File: src/rtl/rv32i_pkg.sv
// Shared RV32I encodings: opcodes, control FSM states and datapath mux selects.
// Used by the control FSM, its opcode classifier and the immediate generator.
package rv32i_pkg;

  localparam logic [6:0] OPC_LUI    = 7'b0110111;
  localparam logic [6:0] OPC_AUIPC  = 7'b0010111;
  localparam logic [6:0] OPC_JAL    = 7'b1101111;
  localparam logic [6:0] OPC_JALR   = 7'b1100111;
  localparam logic [6:0] OPC_BRANCH = 7'b1100011;
  localparam logic [6:0] OPC_LOAD   = 7'b0000011;
  localparam logic [6:0] OPC_STORE  = 7'b0100011;
  localparam logic [6:0] OPC_OPIMM  = 7'b0010011;
  localparam logic [6:0] OPC_OP     = 7'b0110011;
  localparam logic [6:0] OPC_FENCE  = 7'b0001111;
  localparam logic [6:0] OPC_SYSTEM = 7'b1110011;

  typedef enum logic [2:0] {
    S_IDLE   = 3'd0,
    S_FETCH  = 3'd1,
    S_DECODE = 3'd2,
    S_EXEC   = 3'd3,
    S_MEM    = 3'd4,
    S_WB     = 3'd5,
    S_HALT   = 3'd6
  } state_t;

  localparam logic [1:0] PC_PLUS4  = 2'd0;
  localparam logic [1:0] PC_REL    = 2'd1;
  localparam logic [1:0] PC_ALU    = 2'd2;

  localparam logic [1:0] ASRC_RS1   = 2'd0;
  localparam logic [1:0] ASRC_OLDPC = 2'd1;
  localparam logic [1:0] ASRC_ZERO  = 2'd2;

  localparam logic [1:0] ALU_ADD   = 2'd0;
  localparam logic [1:0] ALU_FUNCT = 2'd1;
  localparam logic [1:0] ALU_CMP   = 2'd2;

  localparam logic [1:0] WB_ALU  = 2'd0;
  localparam logic [1:0] WB_MEM  = 2'd1;
  localparam logic [1:0] WB_LINK = 2'd2;

  typedef struct packed {
    logic lui;
    logic auipc;
    logic jal;
    logic jalr;
    logic branch;
    logic load;
    logic store;
    logic opimm;
    logic op_reg;
    logic fence;
    logic system;
  } opclass_t;

endpackage

File: src/rtl/rv32i_opclass.sv
// Opcode classifier: one-hot instruction class plus a legal flag.
module rv32i_opclass
  import rv32i_pkg::*;
(
  input  logic [6:0] opcode,
  output opclass_t   cls,
  output logic       legal
);

  always_comb begin
    cls = '0;
    case (opcode)
      OPC_LUI:    cls.lui    = 1'b1;
      OPC_AUIPC:  cls.auipc  = 1'b1;
      OPC_JAL:    cls.jal    = 1'b1;
      OPC_JALR:   cls.jalr   = 1'b1;
      OPC_BRANCH: cls.branch = 1'b1;
      OPC_LOAD:   cls.load   = 1'b1;
      OPC_STORE:  cls.store  = 1'b1;
      OPC_OPIMM:  cls.opimm  = 1'b1;
      OPC_OP:     cls.op_reg = 1'b1;
      OPC_FENCE:  cls.fence  = 1'b1;
      OPC_SYSTEM: cls.system = 1'b1;
      default:    cls        = '0;
    endcase
    legal = (cls != '0);
  end

endmodule

File: src/rtl/rv32i_multicycle_ctrl.sv
// Multicycle RV32I control FSM: sequences fetch/decode/exec/mem/writeback over
// one shared datapath and a single req/ready memory port.
module rv32i_multicycle_ctrl
  import rv32i_pkg::*;
(
  input  logic        clk,
  input  logic        rst,
  input  logic [31:0] instr,
  input  logic        br_taken,
  input  logic        mem_ready,
  output logic        mem_req,
  output logic        mem_we,
  output logic        mem_addr_sel,
  output logic        ir_we,
  output logic        pc_we,
  output logic [1:0]  pc_src,
  output logic [1:0]  alu_src_a,
  output logic        alu_src_b,
  output logic [1:0]  alu_op,
  output logic        reg_we,
  output logic [1:0]  wb_sel,
  output logic        illegal,
  output logic        halted,
  output logic [2:0]  state_o
);

  state_t   state, nxt;
  opclass_t cls;
  logic     legal;

  // Register and funct fields are consumed by the datapath; sequencing needs only the opcode.
  logic unused_instr_fields;
  assign unused_instr_fields = ^instr[31:7];

  rv32i_opclass u_opclass (
    .opcode (instr[6:0]),
    .cls    (cls),
    .legal  (legal)
  );

  always_ff @(posedge clk or posedge rst) begin
    if (rst) state <= S_IDLE;
    else     state <= nxt;
  end

  assign state_o = state;

  always_comb begin
    nxt          = state;
    mem_req      = 1'b0;
    mem_we       = 1'b0;
    mem_addr_sel = 1'b0;
    ir_we        = 1'b0;
    pc_we        = 1'b0;
    pc_src       = PC_PLUS4;
    alu_src_a    = ASRC_RS1;
    alu_src_b    = 1'b0;
    alu_op       = ALU_ADD;
    reg_we       = 1'b0;
    wb_sel       = WB_ALU;
    illegal      = 1'b0;
    halted       = 1'b0;

    case (state)
      S_IDLE: nxt = S_FETCH;

      S_FETCH: begin
        mem_req = 1'b1;
        if (mem_ready) begin
          ir_we  = 1'b1;
          pc_we  = 1'b1;
          pc_src = PC_PLUS4;
          nxt    = S_DECODE;
        end
      end

      S_DECODE: begin
        if (cls.fence)       nxt = S_FETCH;
        else if (cls.system) nxt = S_HALT;
        else if (!legal) begin
          illegal = 1'b1;
          nxt     = S_HALT;
        end else             nxt = S_EXEC;
      end

      S_EXEC: begin
        nxt = (cls.load || cls.store) ? S_MEM : S_WB;
        if (cls.op_reg) begin
          alu_op = ALU_FUNCT;
        end
        if (cls.opimm) begin
          alu_src_b = 1'b1;
          alu_op    = ALU_FUNCT;
        end
        if (cls.load || cls.store || cls.jalr) alu_src_b = 1'b1;
        if (cls.lui) begin
          alu_src_a = ASRC_ZERO;
          alu_src_b = 1'b1;
        end
        if (cls.auipc) begin
          alu_src_a = ASRC_OLDPC;
          alu_src_b = 1'b1;
        end
        // Branch target is old_pc+imm; the ALU is busy with the compare.
        if (cls.branch) begin
          alu_op = ALU_CMP;
          pc_we  = br_taken;
          pc_src = PC_REL;
          nxt    = S_FETCH;
        end
      end

      S_MEM: begin
        mem_req      = 1'b1;
        mem_addr_sel = 1'b1;
        mem_we       = cls.store;
        if (mem_ready) nxt = cls.load ? S_WB : S_FETCH;
      end

      S_WB: begin
        reg_we = 1'b1;
        if (cls.load)                wb_sel = WB_MEM;
        else if (cls.jal || cls.jalr) wb_sel = WB_LINK;
        if (cls.jal) begin
          pc_we  = 1'b1;
          pc_src = PC_REL;
        end
        if (cls.jalr) begin
          pc_we  = 1'b1;
          pc_src = PC_ALU;
        end
        nxt = S_FETCH;
      end

      S_HALT: halted = 1'b1;

      default: nxt = S_IDLE;
    endcase
  end

endmodule

File: config.mk
export PLATFORM = sky130hd
export DESIGN_NAME = rv32i_multicycle_ctrl
export DESIGN_NICKNAME = d
export VERILOG_FILES = /design/src/rtl/rv32i_pkg.sv /design/src/rtl/rv32i_opclass.sv /design/src/rtl/rv32i_multicycle_ctrl.sv
export SDC_FILE = /design/constraint.sdc
export NUM_CORES = 1
export LEC_CHECK = 0
export BUFFER_PORTS_ARGS = -buffer_cell sky130_fd_sc_hd__buf_2
export CORE_MARGIN = 2
export CORE_UTILIZATION = 30
export DETAILED_ROUTE_END_ITERATION = 8
export GPL_TIMING_DRIVEN = 0
export PLACE_DENSITY_LB_ADDON = 0.1
export SKIP_CTS_REPAIR_TIMING = 1
export SYNTH_ARGS = -nofsm -noshare
export SYNTH_HDL_FRONTEND = slang
export SYNTH_SLANG_ARGS = --single-unit
File: constraint.sdc
create_clock -name clk -period 1.5 [get_ports clk]
set_clock_uncertainty 0.1 [all_clocks]
set_input_delay 0.15 -clock clk [delete_from_list [all_inputs] [get_ports clk]]
set_output_delay 0.15 -clock clk [all_outputs]
set_load 0.02 [all_outputs]
==> impl_results.html, run 1 <==
<table>
<tr><th>Metric</th><th>Value</th></tr>
<tr><th colspan="2">Clock network</th></tr>
<tr><td>Buffer depth of the longest clock path</td><td>2</td></tr>
<tr><td>TritonCTS clock tree</td><td>yes</td></tr>
<tr><td>Clk_lat worst skew</td><td>250 ps</td></tr>
<tr><td>Root Buffer Master</td><td>sky130_fd_sc_hd__clkbuf_4</td></tr>
<tr><td>Number of clock sinks seen by CTS</td><td>3</td></tr>
<tr><td>Clock input transition at the sequential cells of the worst setup and hold paths</td><td>40 ps</td></tr>
<tr><td>TritonCTS buffer count</td><td>3</td></tr>
<tr><td>H-tree Lvls</td><td>1</td></tr>
<tr><th colspan="2">Final layout</th></tr>
<tr><td># diodes</td><td>0</td></tr>
<tr><td>Net total in the final layout</td><td>146</td></tr>
<tr><td>P&amp;R area growth vs syn</td><td>78.4%</td></tr>
<tr><td>Most frequent standard cell in the layout excluding fill and tap cells</td><td>sky130_fd_sc_hd__buf_2</td></tr>
<tr><td>Layout cells sized above 1</td><td>59.6%</td></tr>
<tr><td>Largest register FFs</td><td>3</td></tr>
<tr><td>Commonest cells after routing, fill and taps aside</td><td>sky130_fd_sc_hd__buf_2, sky130_fd_sc_hd__buf_4, sky130_fd_sc_hd__buf_6, sky130_fd_sc_hd__inv_1, sky130_fd_sc_hd__nand2_1</td></tr>
<tr><th colspan="2">Outcome</th></tr>
<tr><td>Violated checks</td><td>setup timing</td></tr>
<tr><td>Result of the run</td><td>finished with violations</td></tr>
<tr><th colspan="2">Placed design</th></tr>
<tr><td>Final weighted congestion in routability-driven placement</td><td>0.751</td></tr>
<tr><td>Setup WS pre-CTS</td><td>-297 ps</td></tr>
<tr><td>DP HPWL</td><td>1.12 mm</td></tr>
<tr><td>Number of I/O port buffers</td><td>29</td></tr>
<tr><th colspan="2">Synthesis</th></tr>
<tr><td>Flip-flop and latch count after synthesis</td><td>3</td></tr>
<tr><td>Yosys warning total</td><td>0</td></tr>
<tr><td>Cell area after synthesis</td><td>504 um^2</td></tr>
<tr><td>EDFF count, synth</td><td>0</td></tr>
<tr><td>Synth Net Count</td><td>103</td></tr>
<tr><td>Post-synth cell types</td><td>38</td></tr>
<tr><td>FFs w/ async S/R, synth</td><td>100%</td></tr>
<tr><td>Main synth FF type</td><td>sky130_fd_sc_hd__dfrtp_1</td></tr>
<tr><td>Part of the Yosys area used for sequential elements</td><td>14.9%</td></tr>
<tr><td>Synthesized instance count</td><td>67</td></tr>
<tr><td>Synthesized area per cell</td><td>7.53 um^2</td></tr>
<tr><th colspan="2">Route</th></tr>
<tr><td>WL final</td><td>1.64 mm</td></tr>
<tr><td>Pre-Repair DR Iteration Count</td><td>4</td></tr>
<tr><td>Post-detailed-route via-to-cell ratio</td><td>5.29</td></tr>
<tr><td>Iteration-0 DRC count of the detailed router</td><td>9</td></tr>
<tr><td>Number of nets still failing antenna checks after routing</td><td>0</td></tr>
<tr><td>Total number of vias</td><td>661</td></tr>
<tr><td>Final routed DRC violation total</td><td>0</td></tr>
<tr><td>Wire length per cell</td><td>13.1 um</td></tr>
<tr><th colspan="2">STA</th></tr>
<tr><td>Maximum operating frequency</td><td>521 MHz</td></tr>
<tr><td>Min Clock Period, post-route</td><td>1920 ps</td></tr>
<tr><td>Setup repair after global routing missed its margin</td><td>true</td></tr>
<tr><td>Worst Max-Slew Pin Slew</td><td>369 ps</td></tr>
<tr><td>Setup-violating endpoint count in the final report</td><td>14</td></tr>
<tr><td>Final Hold Vio Count</td><td>0</td></tr>
<tr><td>Min setup slack post-route</td><td>-419 ps</td></tr>
<tr><td>Period utilisation layout</td><td>128%</td></tr>
<tr><td>Number of max-slew violations in the final report</td><td>0</td></tr>
<tr><td>Relative slew slack</td><td>75.3%</td></tr>
<tr><th colspan="2">Setup path</th></tr>
<tr><td>Reg-to-Reg End</td><td>state_o[0]</td></tr>
<tr><td>Critical setup path kind</td><td>reg2out</td></tr>
<tr><td>Arrival time of the worst setup path</td><td>1670 ps</td></tr>
<tr><td>Required arrival time at the worst endpoint</td><td>1250 ps</td></tr>
<tr><td>Start of the worst register-to-register path</td><td>state_o[1]</td></tr>
<tr><td>R2R Setup Slk</td><td>0 ps</td></tr>
<tr><td>Number of cells on the worst reg-to-reg path</td><td>6</td></tr>
<tr><td>Largest fanout of any net on the critical path</td><td>4</td></tr>
<tr><td>Critical Path End Type</td><td>primary output</td></tr>
<tr><td>Category of the worst setup path launch point</td><td>flip-flop</td></tr>
<tr><td>Crit path launch</td><td>state_o[1]</td></tr>
<tr><td>Crit path to</td><td>pc_src[0]</td></tr>
<tr><th colspan="2">Worst hold path</th></tr>
<tr><td>Classification of the worst-slack hold path</td><td>in2reg</td></tr>
<tr><th colspan="2">Global route</th></tr>
<tr><td>Antenna violations before repair</td><td>0</td></tr>
<tr><td>First-pass GRT wire length</td><td>2.17 mm</td></tr>
<tr><td>Number of global-route vias before repair</td><td>533</td></tr>
<tr><td>Overall routing resource usage</td><td>14.6%</td></tr>
<tr><td>GR Overflow Total</td><td>0</td></tr>
<tr><td>Maximum number of pins on one net before global-route repair</td><td>11</td></tr>
<tr><th colspan="2">Floorplanning</th></tr>
<tr><td>Overall die width</td><td>45.0 um</td></tr>
<tr><td>Die footprint</td><td>2020 um^2</td></tr>
<tr><td>Starting density of the core</td><td>32.7%</td></tr>
<tr><td>Standard-cell rows</td><td>14</td></tr>
<tr><td>Core area</td><td>1540 um^2</td></tr>
<tr><td>Chip height</td><td>45.0 um</td></tr>
<tr><td>Number of top-level pins</td><td>56</td></tr>
<tr><th colspan="2">Pwr</th></tr>
<tr><td>Leakage</td><td>0.443 nW</td></tr>
<tr><td>Final Total Pwr</td><td>1.15 mW</td></tr>
<tr><td>Power density over the cells</td><td>1270 nW/um^2</td></tr>
<tr><td>IR drop worst, VDD</td><td>0.622 mV</td></tr>
<tr><th colspan="2">Flow run</th></tr>
<tr><td>Max-cap violations</td><td>0</td></tr>
</table>
==> synth_stat cells (2+ instances only) <==
cell                        n  area [um^2]
sky130_fd_sc_hd__o22ai_1    2         12.5
sky130_fd_sc_hd__a31oi_1    2         12.5
sky130_fd_sc_hd__nand2_1    6         22.5
sky130_fd_sc_hd__a21o_1     2         15.0
sky130_fd_sc_hd__dfrtp_1    3         75.1
sky130_fd_sc_hd__nand2b_1   3         18.8
sky130_fd_sc_hd__nor3b_1    2         15.0
sky130_fd_sc_hd__a2bb2oi_1  2         17.5
sky130_fd_sc_hd__nor2_1     6         22.5
sky130_fd_sc_hd__a21oi_1    4         20.0
sky130_fd_sc_hd__nor3_1     2         10.0
sky130_fd_sc_hd__inv_1      6         22.5
sky130_fd_sc_hd__nor2b_1    2         12.5
==> critical path, cell delays in order, from the launching register on <==
cell and delay [ps]:
sky130_fd_sc_hd__dfrtp_2 420, sky130_fd_sc_hd__nand3b_4 160, sky130_fd_sc_hd__or3_4 410, sky130_fd_sc_hd__nor3_4 150, sky130_fd_sc_hd__a21o_1 170, sky130_fd_sc_hd__buf_6 120
==> power by group <==
group / leakage, nW / switching [mW] / internal, mW / total, mW
clock network: 0.0150 / 0.0525 / 0.100 / 0.153
logic: 0.395 / 0.393 / 0.411 / 0.805
registers: 0.0331 / 0.0658 / 0.123 / 0.188
==> cells by family after synthesis <==
kind of cell | Yosys count | share of synthesized area (%)
compound gates | 18 | 25.6
simple gates | 37 | 50.4
buf+inv | 9 | 9.18
flops | 3 | 14.9
==> per-layer routing <==
layer / track usage (%) / vias up / share of wire (%)
li1: - / 333 / -
met1: 18.5 / 297 / 43
met2: 24.0 / 26 / 49
met3: 1.20 / 5 / 6.3
met4: 8.82 / 0 / 2.2
met5: 0 / - / 0
==> worst min-delay path by stage <==
| stage | end | cells after the start | from |
|---|---|---|---|
| finish | state_o[0] | 2 | mem_ready |
| global route | state_o[0] | 2 | mem_ready |
| CTS | state_o[0] | 2 | rst |
| detailed placement | state_o[0] | 2 | rst |
| global placement | state_o[0] | 2 | rst |
| floorplan | state_o[0] | 1 | rst |
==> layout make-up <==
| type | count | area (um^2) |
|---|---|---|
| Timing Repair Buffer | 39 | 279 |
| Inverter | 6 | 22.5 |
| Buffer | 2 | 18.8 |
| Multi-Input combinational cell | 55 | 454 |
| Tap cell | 16 | 20.0 |
| Sequential cell | 3 | 78.8 |
| Clock buffer | 4 | 26.3 |
| Fill cell | 169 | 642 |
==> per-stage QoR <==
stage / setup TNS (ps) / instances / util [%] / hold WS (ps) / area (um^2)
after floorplan: -1720 / 67 / - / -196 / 554
after global placement: -1430 / 112 / 46.7 / -86.2 / 719
after detailed placement: -1510 / 112 / 46.7 / -84.7 / 719
after CTS: -3930 / 116 / 48.4 / -341 / 746
after global routing: -4150 / 125 / 58.4 / 142 / 900
final: -3200 / 125 / 58.4 / 124 / 900
(Power assumes the default switching activity.)
==> run 2, diff against run 1 <==
--- a/config.mk
+++ b/config.mk
@@ -7,7 +7,7 @@
 export LEC_CHECK = 0
 export BUFFER_PORTS_ARGS = -buffer_cell sky130_fd_sc_hd__buf_2
 export CORE_MARGIN = 2
-export CORE_UTILIZATION = 30
+export CORE_UTILIZATION = 26
 export DETAILED_ROUTE_END_ITERATION = 8
 export GPL_TIMING_DRIVEN = 0
 export PLACE_DENSITY_LB_ADDON = 0.1
==> run 2 against run 1 <==
  * The flow still finishes with violations (setup timing)
  * Global-route usage is 0.48 points lower
  * Final area is 11% higher
  * Wire length is 2.7% higher
  * Core utilization is 2.4 points lower
  * Register-to-register slack better by 120 ps
  * Largest power group unchanged
==> impl_results.html, run 2 (same netlist as run 1, synthesis figures left out) <==
<table>
<tr><th>Metric</th><th>Value</th></tr>
<tr><th colspan="2">Setup path</th></tr>
<tr><td>Critical setup path kind</td><td>reg2out</td></tr>
<tr><td>Worst path bufs/invs</td><td>1</td></tr>
<tr><td>Largest fanout of any net on the critical path</td><td>7</td></tr>
<tr><td>Number of cells on the worst reg-to-reg path</td><td>4</td></tr>
<tr><td>Cells along the critical path</td><td>nand3b_4 -&gt; or3_4 -&gt; nor3_4 -&gt; a21o_1 -&gt; buf_6</td></tr>
<tr><td>Critical Path End Type</td><td>primary output</td></tr>
<tr><td>Arrival time of the worst setup path</td><td>1660 ps</td></tr>
<tr><td>Cell class contributing the biggest share of worst-path delay</td><td>simple AND/OR/NAND/NOR gates</td></tr>
<tr><td>Required arrival time at the worst endpoint</td><td>1250 ps</td></tr>
<tr><td>R2R Setup Slk</td><td>120 ps</td></tr>
<tr><td>Max incr delay on CP</td><td>440 ps</td></tr>
<tr><td>Library cell contributing the largest single delay on the critical path</td><td>sky130_fd_sc_hd__dfrtp_2</td></tr>
<tr><td>Start of the worst register-to-register path</td><td>state_o[0]</td></tr>
<tr><td>Reg-to-Reg End</td><td>state_o[0]</td></tr>
<tr><td>Category of the worst setup path launch point</td><td>flip-flop</td></tr>
<tr><th colspan="2">Global route</th></tr>
<tr><td>Maximum number of pins on one net before global-route repair</td><td>11</td></tr>
<tr><td>Overall routing resource usage</td><td>14.2%</td></tr>
<tr><td>Number of global-route vias before repair</td><td>520</td></tr>
<tr><td>Global routing met2 resource utilization</td><td>21.6%</td></tr>
<tr><td>First-pass GRT wire length</td><td>2.25 mm</td></tr>
<tr><td>GR Layer Usage met1</td><td>19.4%</td></tr>
<tr><td>Grt peak-use layer</td><td>met2</td></tr>
<tr><td>GR Overflow Total</td><td>0</td></tr>
<tr><td>Met3 usage in global routing</td><td>4.53%</td></tr>
<tr><td>Antenna violations before repair</td><td>0</td></tr>
<tr><th colspan="2">STA</th></tr>
<tr><td>Period utilisation layout</td><td>128%</td></tr>
<tr><td>Worst Max-Slew Pin Slew</td><td>383 ps</td></tr>
<tr><td>Number of max-slew violations in the final report</td><td>0</td></tr>
<tr><td>Final Hold Vio Count</td><td>0</td></tr>
<tr><td>Relative slew slack</td><td>74.3%</td></tr>
<tr><td>Min Clock Period, post-route</td><td>1910 ps</td></tr>
<tr><td>Maximum operating frequency</td><td>523 MHz</td></tr>
<tr><td>Min setup slack post-route</td><td>-414 ps</td></tr>
<tr><td>Setup repair after global routing missed its margin</td><td>true</td></tr>
<tr><td>Worst hold-check slack</td><td>128 ps</td></tr>
<tr><td>Setup-violating endpoint count in the final report</td><td>13</td></tr>
<tr><th colspan="2">Final layout</th></tr>
<tr><td>Largest register FFs</td><td>3</td></tr>
<tr><td># diodes</td><td>0</td></tr>
<tr><td>Commonest cells after routing, fill and taps aside</td><td>sky130_fd_sc_hd__buf_4, sky130_fd_sc_hd__buf_2, sky130_fd_sc_hd__buf_6</td></tr>
<tr><td># fillers</td><td>175</td></tr>
<tr><td>P&amp;R area growth vs syn</td><td>98.0%</td></tr>
<tr><td>Layout cells sized above 1</td><td>64.3%</td></tr>
<tr><td>Net total in the final layout</td><td>149</td></tr>
<tr><td>Post-Route Utilization</td><td>56.0%</td></tr>
<tr><th colspan="2">Clock network</th></tr>
<tr><td>Buffer depth of the longest clock path</td><td>2</td></tr>
<tr><td>TritonCTS clock tree</td><td>yes</td></tr>
<tr><td>Clk_lat worst skew</td><td>240 ps</td></tr>
<tr><td>Root Buffer Master</td><td>sky130_fd_sc_hd__clkbuf_4</td></tr>
<tr><td>TritonCTS buffer count</td><td>3</td></tr>
<tr><td>H-tree Lvls</td><td>1</td></tr>
<tr><td>Clock input transition at the sequential cells of the worst setup and hold paths</td><td>40 ps</td></tr>
<tr><td>Number of clock sinks seen by CTS</td><td>3</td></tr>
<tr><th colspan="2">Outcome</th></tr>
<tr><td>Result of the run</td><td>finished with violations</td></tr>
<tr><td>Violated checks</td><td>setup timing</td></tr>
<tr><th colspan="2">Route</th></tr>
<tr><td>Pre-Repair DR Iteration Count</td><td>4</td></tr>
<tr><td>WL final</td><td>1.68 mm</td></tr>
<tr><td>Post-detailed-route via-to-cell ratio</td><td>4.85</td></tr>
<tr><td>Number of nets still failing antenna checks after routing</td><td>0</td></tr>
<tr><td>Iteration-0 DRC count of the detailed router</td><td>6</td></tr>
<tr><td>Total number of vias</td><td>665</td></tr>
<tr><td>Wire length per cell</td><td>12.3 um</td></tr>
<tr><td>Final routed DRC violation total</td><td>0</td></tr>
<tr><th colspan="2">Flow run</th></tr>
<tr><td>Max-cap violations</td><td>0</td></tr>
<tr><th colspan="2">Floorplanning</th></tr>
<tr><td>Chip height</td><td>48.0 um</td></tr>
<tr><td>Die footprint</td><td>2310 um^2</td></tr>
<tr><td>Overall die width</td><td>48.0 um</td></tr>
<tr><td>Number of top-level pins</td><td>56</td></tr>
<tr><td>Starting density of the core</td><td>28.3%</td></tr>
<tr><td>Core area</td><td>1780 um^2</td></tr>
<tr><td>Standard-cell rows</td><td>15</td></tr>
<tr><th colspan="2">Placed design</th></tr>
<tr><td>Final weighted congestion in routability-driven placement</td><td>0.751</td></tr>
<tr><td>DP HPWL</td><td>1.23 mm</td></tr>
<tr><td>Number of I/O port buffers</td><td>29</td></tr>
<tr><th colspan="2">Pwr</th></tr>
<tr><td>Fraction of power consumed by the clock network</td><td>11.9%</td></tr>
<tr><td>Proportion of total power due to net switching</td><td>45.3%</td></tr>
<tr><td>Leakage</td><td>0.481 nW</td></tr>
<tr><td>Flop pwr share</td><td>15.9%</td></tr>
<tr><td>P_sw</td><td>546 uW</td></tr>
<tr><td>Total internal power</td><td>660 uW</td></tr>
<tr><td>Power density over the cells</td><td>1210 nW/um^2</td></tr>
<tr><td>IR drop worst, VDD</td><td>0.565 mV</td></tr>
<tr><td>Combinational Power Share</td><td>72.2%</td></tr>
<tr><th colspan="2">Worst hold path</th></tr>
<tr><td>Worst Hold Launch</td><td>mem_ready</td></tr>
<tr><td>Classification of the worst-slack hold path</td><td>in2reg</td></tr>
<tr><td>Hold endpoint</td><td>state_o[0]</td></tr>
<tr><td>Hold path depth</td><td>2</td></tr>
</table>
## run 2: cell count changes in the layout (fill, tap and decap cells not counted), sizes merged
cell  change
buf       +3
## run 2: worst max-delay path by stage
| stage | cells past startpoint | endpoint | slack (ps) | start |
|---|---|---|---|---|
| global placement | 6 | pc_src[0] | -280 | state_o[1] |
| CTS | 6 | pc_src[0] | -550 | state_o[1] |
| finish | 5 | pc_src[0] | -410 | state_o[1] |
| detailed placement | 6 | pc_src[0] | -290 | state_o[1] |
| global route | 5 | pc_src[0] | -480 | state_o[1] |
| floorplan | 5 | pc_src[0] | -400 | state_o[1] |
## run 2: final cells by class
type | count | area [um^2] | area share [%]
Multi-Input combinational cell | 55 | 505 | 50.6
Timing Repair Buffer | 42 | 315 | 31.6
Sequential cell | 3 | 78.8 | 7.89
Tap cell | 25 | 31.3 | 3.13
Inverter | 6 | 22.5 | 2.26
Clock buffer | 4 | 26.3 | 2.63
Buffer | 2 | 18.8 | 1.88
## run 2: metrics by stage
stage                     power [mW]  instances  TNS (ps)  instance area [um^2]  worst slack, ps
after CTS                      0.919        125     -4060                   757             -551
final                           1.21        137     -2750                   998             -414
after detailed placement       0.767        121     -1530                   731             -287
after global placement         0.761        121     -1480                   731             -278
after floorplan                0.596         67     -1720                   554             -404
after global routing            1.30        137     -3710                   998             -484
## run 2: power by group through the flow
stage | registers, mW | logic [mW] | clock network [mW]
after floorplan | 0.218 | 0.378 | 0
after global placement | 0.185 | 0.576 | 0
after detailed placement | 0.188 | 0.579 | 0
after CTS | 0.186 | 0.582 | 0.152
after global routing | 0.198 | 0.942 | 0.163
final | 0.192 | 0.871 | 0.143
## run 2: metal layers
layer,part of all wire [%],vias to the layer above
li1,-,342
met1,48,296
met2,46,27
met3,6.3,0
met4,0,0
met5,0,-
## run 2: worst register-to-register path, delay by kind of cell (launching register included)
| kind | cells | cell delay (ps) |
|---|---|---|
| AO/OA/AOI/OAI | 3 | 470 |
| AND/OR/NAND/NOR | 1 | 290 |
| flip-flops | 1 | 450 |
==> run 3, diff against run 2 <==
--- a/config.mk
+++ b/config.mk
@@ -11,6 +11,7 @@
 export DETAILED_ROUTE_END_ITERATION = 8
 export GPL_TIMING_DRIVEN = 0
 export PLACE_DENSITY_LB_ADDON = 0.1
+export REMOVE_ABC_BUFFERS = 1
 export SKIP_CTS_REPAIR_TIMING = 1
 export SYNTH_ARGS = -nofsm -noshare
 export SYNTH_HDL_FRONTEND = slang
==> run 3 against run 2 <==
  * The run still ends with setup timing left
  * Final area decreased by 9.5%
  * Worst hold slack improved by 5.3 ps
  * Global-route usage decreased by 0.16 points
  * Setup slack got worse by 49 ps
  * Via count increased by 1.7%
  * Sequential share of layout area increased by 0.83 points
==> impl_results.html, run 3 (same netlist as run 1, synthesis figures left out) <==
<table>
<tr><th>Metric</th><th>Value</th></tr>
<tr><th colspan="2">Outcome</th></tr>
<tr><td>Result of the run</td><td>finished with violations</td></tr>
<tr><td>Violated checks</td><td>setup timing</td></tr>
<tr><th colspan="2">STA</th></tr>
<tr><td>Setup-violating endpoint count in the final report</td><td>15</td></tr>
<tr><td>Setup repair after global routing missed its margin</td><td>true</td></tr>
<tr><td>Number of max-slew violations in the final report</td><td>0</td></tr>
<tr><td>Maximum operating frequency</td><td>510 MHz</td></tr>
<tr><td>Period utilisation layout</td><td>131%</td></tr>
<tr><td>Final Hold Vio Count</td><td>0</td></tr>
<tr><td>Relative slew slack</td><td>77.9%</td></tr>
<tr><td>Min setup slack post-route</td><td>-463 ps</td></tr>
<tr><td>Min Clock Period, post-route</td><td>1960 ps</td></tr>
<tr><td>Worst Max-Slew Pin Slew</td><td>331 ps</td></tr>
<tr><th colspan="2">Route</th></tr>
<tr><td>Final routed DRC violation total</td><td>0</td></tr>
<tr><td>Iteration-0 DRC count of the detailed router</td><td>6</td></tr>
<tr><td>Pre-Repair DR Iteration Count</td><td>4</td></tr>
<tr><td>Total number of vias</td><td>676</td></tr>
<tr><td>Wire length per cell</td><td>12.5 um</td></tr>
<tr><td>Number of nets still failing antenna checks after routing</td><td>0</td></tr>
<tr><td>Post-detailed-route via-to-cell ratio</td><td>5.01</td></tr>
<tr><td>WL final</td><td>1.69 mm</td></tr>
<tr><th colspan="2">Global route</th></tr>
<tr><td>GR Overflow Total</td><td>0</td></tr>
<tr><td>Antenna violations before repair</td><td>0</td></tr>
<tr><td>Met3 usage in global routing</td><td>4.53%</td></tr>
<tr><td>Number of global-route vias before repair</td><td>504</td></tr>
<tr><td>Overall routing resource usage</td><td>14.0%</td></tr>
<tr><td>GR Layer Usage met1</td><td>18.7%</td></tr>
<tr><td>Maximum number of pins on one net before global-route repair</td><td>12</td></tr>
<tr><td>Global routing met2 resource utilization</td><td>21.9%</td></tr>
<tr><td>First-pass GRT wire length</td><td>2.21 mm</td></tr>
<tr><td>Grt peak-use layer</td><td>met2</td></tr>
<tr><th colspan="2">Clock network</th></tr>
<tr><td>Root Buffer Master</td><td>sky130_fd_sc_hd__clkbuf_4</td></tr>
<tr><td>H-tree Lvls</td><td>1</td></tr>
<tr><td>TritonCTS buffer count</td><td>3</td></tr>
<tr><td>TritonCTS clock tree</td><td>yes</td></tr>
<tr><td>Buffer depth of the longest clock path</td><td>2</td></tr>
<tr><td>Clock input transition at the sequential cells of the worst setup and hold paths</td><td>40 ps</td></tr>
<tr><td>Clk_lat worst skew</td><td>230 ps</td></tr>
<tr><td>Number of clock sinks seen by CTS</td><td>3</td></tr>
<tr><th colspan="2">Floorplanning</th></tr>
<tr><td>Overall die width</td><td>48.0 um</td></tr>
<tr><td>Standard-cell rows</td><td>15</td></tr>
<tr><td>Core area</td><td>1780 um^2</td></tr>
<tr><td>Number of top-level pins</td><td>56</td></tr>
<tr><td>Chip height</td><td>48.0 um</td></tr>
<tr><td>Die footprint</td><td>2310 um^2</td></tr>
<tr><td>Starting density of the core</td><td>28.3%</td></tr>
<tr><th colspan="2">Setup path</th></tr>
<tr><td>Critical setup path kind</td><td>reg2out</td></tr>
<tr><td>Arrival time of the worst setup path</td><td>1710 ps</td></tr>
<tr><td>Required arrival time at the worst endpoint</td><td>1250 ps</td></tr>
<tr><td>Critical Path End Type</td><td>primary output</td></tr>
<tr><td>R2R Setup Slk</td><td>-30 ps</td></tr>
<tr><td>Reg-to-Reg End</td><td>state_o[2]</td></tr>
<tr><td>Start of the worst register-to-register path</td><td>state_o[0]</td></tr>
<tr><td>Largest fanout of any net on the critical path</td><td>6</td></tr>
<tr><td>Crit path launch</td><td>state_o[1]</td></tr>
<tr><td>Category of the worst setup path launch point</td><td>flip-flop</td></tr>
<tr><td>Max incr delay on CP</td><td>430 ps</td></tr>
<tr><td>Cells along the critical path</td><td>nand3b_4 -&gt; or3_4 -&gt; nor3_4 -&gt; a21o_1 -&gt; buf_6</td></tr>
<tr><td>Library cell contributing the largest single delay on the critical path</td><td>sky130_fd_sc_hd__dfrtp_2</td></tr>
<tr><td>Number of cells on the worst reg-to-reg path</td><td>7</td></tr>
<tr><th colspan="2">Placed design</th></tr>
<tr><td>DP HPWL</td><td>1.19 mm</td></tr>
<tr><td>Setup WS pre-CTS</td><td>-327 ps</td></tr>
<tr><td>Cell area reported after detailed placement</td><td>662 um^2</td></tr>
<tr><td>Number of I/O port buffers</td><td>30</td></tr>
<tr><td>Placed cell count</td><td>119</td></tr>
<tr><td>Final weighted congestion in routability-driven placement</td><td>0.743</td></tr>
<tr><th colspan="2">Final layout</th></tr>
<tr><td>Post-Layout Inst Area</td><td>903 um^2</td></tr>
<tr><td># diodes</td><td>0</td></tr>
<tr><td>Commonest cells after routing, fill and taps aside</td><td>sky130_fd_sc_hd__buf_2, sky130_fd_sc_hd__buf_4, sky130_fd_sc_hd__nand2_1, sky130_fd_sc_hd__inv_1, sky130_fd_sc_hd__buf_6</td></tr>
<tr><td>Post-Route Utilization</td><td>50.7%</td></tr>
<tr><td>Largest register FFs</td><td>3</td></tr>
<tr><td>Most frequent standard cell in the layout excluding fill and tap cells</td><td>sky130_fd_sc_hd__buf_2</td></tr>
<tr><td>Final Non-Filler Cells</td><td>135</td></tr>
<tr><td>Layout cells sized above 1</td><td>57.3%</td></tr>
<tr><td>Net total in the final layout</td><td>147</td></tr>
<tr><td>P&amp;R area growth vs syn</td><td>79.2%</td></tr>
<tr><th colspan="2">Pwr</th></tr>
<tr><td>Leakage</td><td>0.446 nW</td></tr>
<tr><td>IR drop worst, VDD</td><td>0.691 mV</td></tr>
<tr><td>Power density over the cells</td><td>1210 nW/um^2</td></tr>
<tr><td>Final Total Pwr</td><td>1.10 mW</td></tr>
<tr><th colspan="2">Worst hold path</th></tr>
<tr><td>Worst Hold Launch</td><td>mem_ready</td></tr>
<tr><td>Hold path depth</td><td>2</td></tr>
<tr><td>Hold endpoint</td><td>state_o[0]</td></tr>
<tr><td>Classification of the worst-slack hold path</td><td>in2reg</td></tr>
<tr><th colspan="2">Flow run</th></tr>
<tr><td>Max-cap violations</td><td>0</td></tr>
</table>
-- run 3: cell types whose count changed in the layout (fill, tap and decap cells not counted), moves of 2 or more --
cell                      change
sky130_fd_sc_hd__buf_6        -5
sky130_fd_sc_hd__buf_2        +3
sky130_fd_sc_hd__nor2_4       -3
sky130_fd_sc_hd__nand2_1      +2
sky130_fd_sc_hd__nor2_2       +2
sky130_fd_sc_hd__nor3b_1      +2
-- run 3: layer usage --
layer	routed length [um]	part of all wire [%]
met4	0	0
met5	0	0
met2	845	50
met1	740	44
met3	105	6.2
-- run 3: layout make-up --
class,instances,area [um^2]
fill,192,880
timing repair buffer,42,293
multi-input combinational,55,452
inverter,6,22.5
clock buffer,4,26.3
sequential,3,78.8
tap,25,31.3
-- run 3: through the flow --
step                      hold WS, ps  setup TNS (ps)
final                             133           -3590
after global routing              132           -4870
after CTS                        -332           -4330
after detailed placement        -79.3           -1550
after global placement          -85.7           -1460
after floorplan                  -196           -2720
-- run 3: worst max path at each step --
stage	to	slack (ps)	depth (start not counted)
2_1_floorplan	pc_src[0]	-440	4
3_3_place_gp	pc_src[0]	-300	5
3_5_place_dp	pc_src[0]	-330	5
4_1_cts	pc_src[0]	-580	5
5_1_grt	pc_src[0]	-550	5
6_report	pc_src[0]	-460	5
-- run 3: critical path, delay by kind of cell, from the launching register on --
| family | cells | cell delay [ps] |
|---|---|---|
| AOI/OAI and AO/OA | 1 | 160 |
| buffers and inverters | 1 | 110 |
| and+or+nand+nor | 3 | 780 |
| DFF | 1 | 430 |
-- run 3: report_power, final --
part           switching (mW)  internal, mW
Clock                  0.0434        0.0998
Sequential             0.0670         0.123
Combinational           0.385         0.378
Total                   0.496         0.601
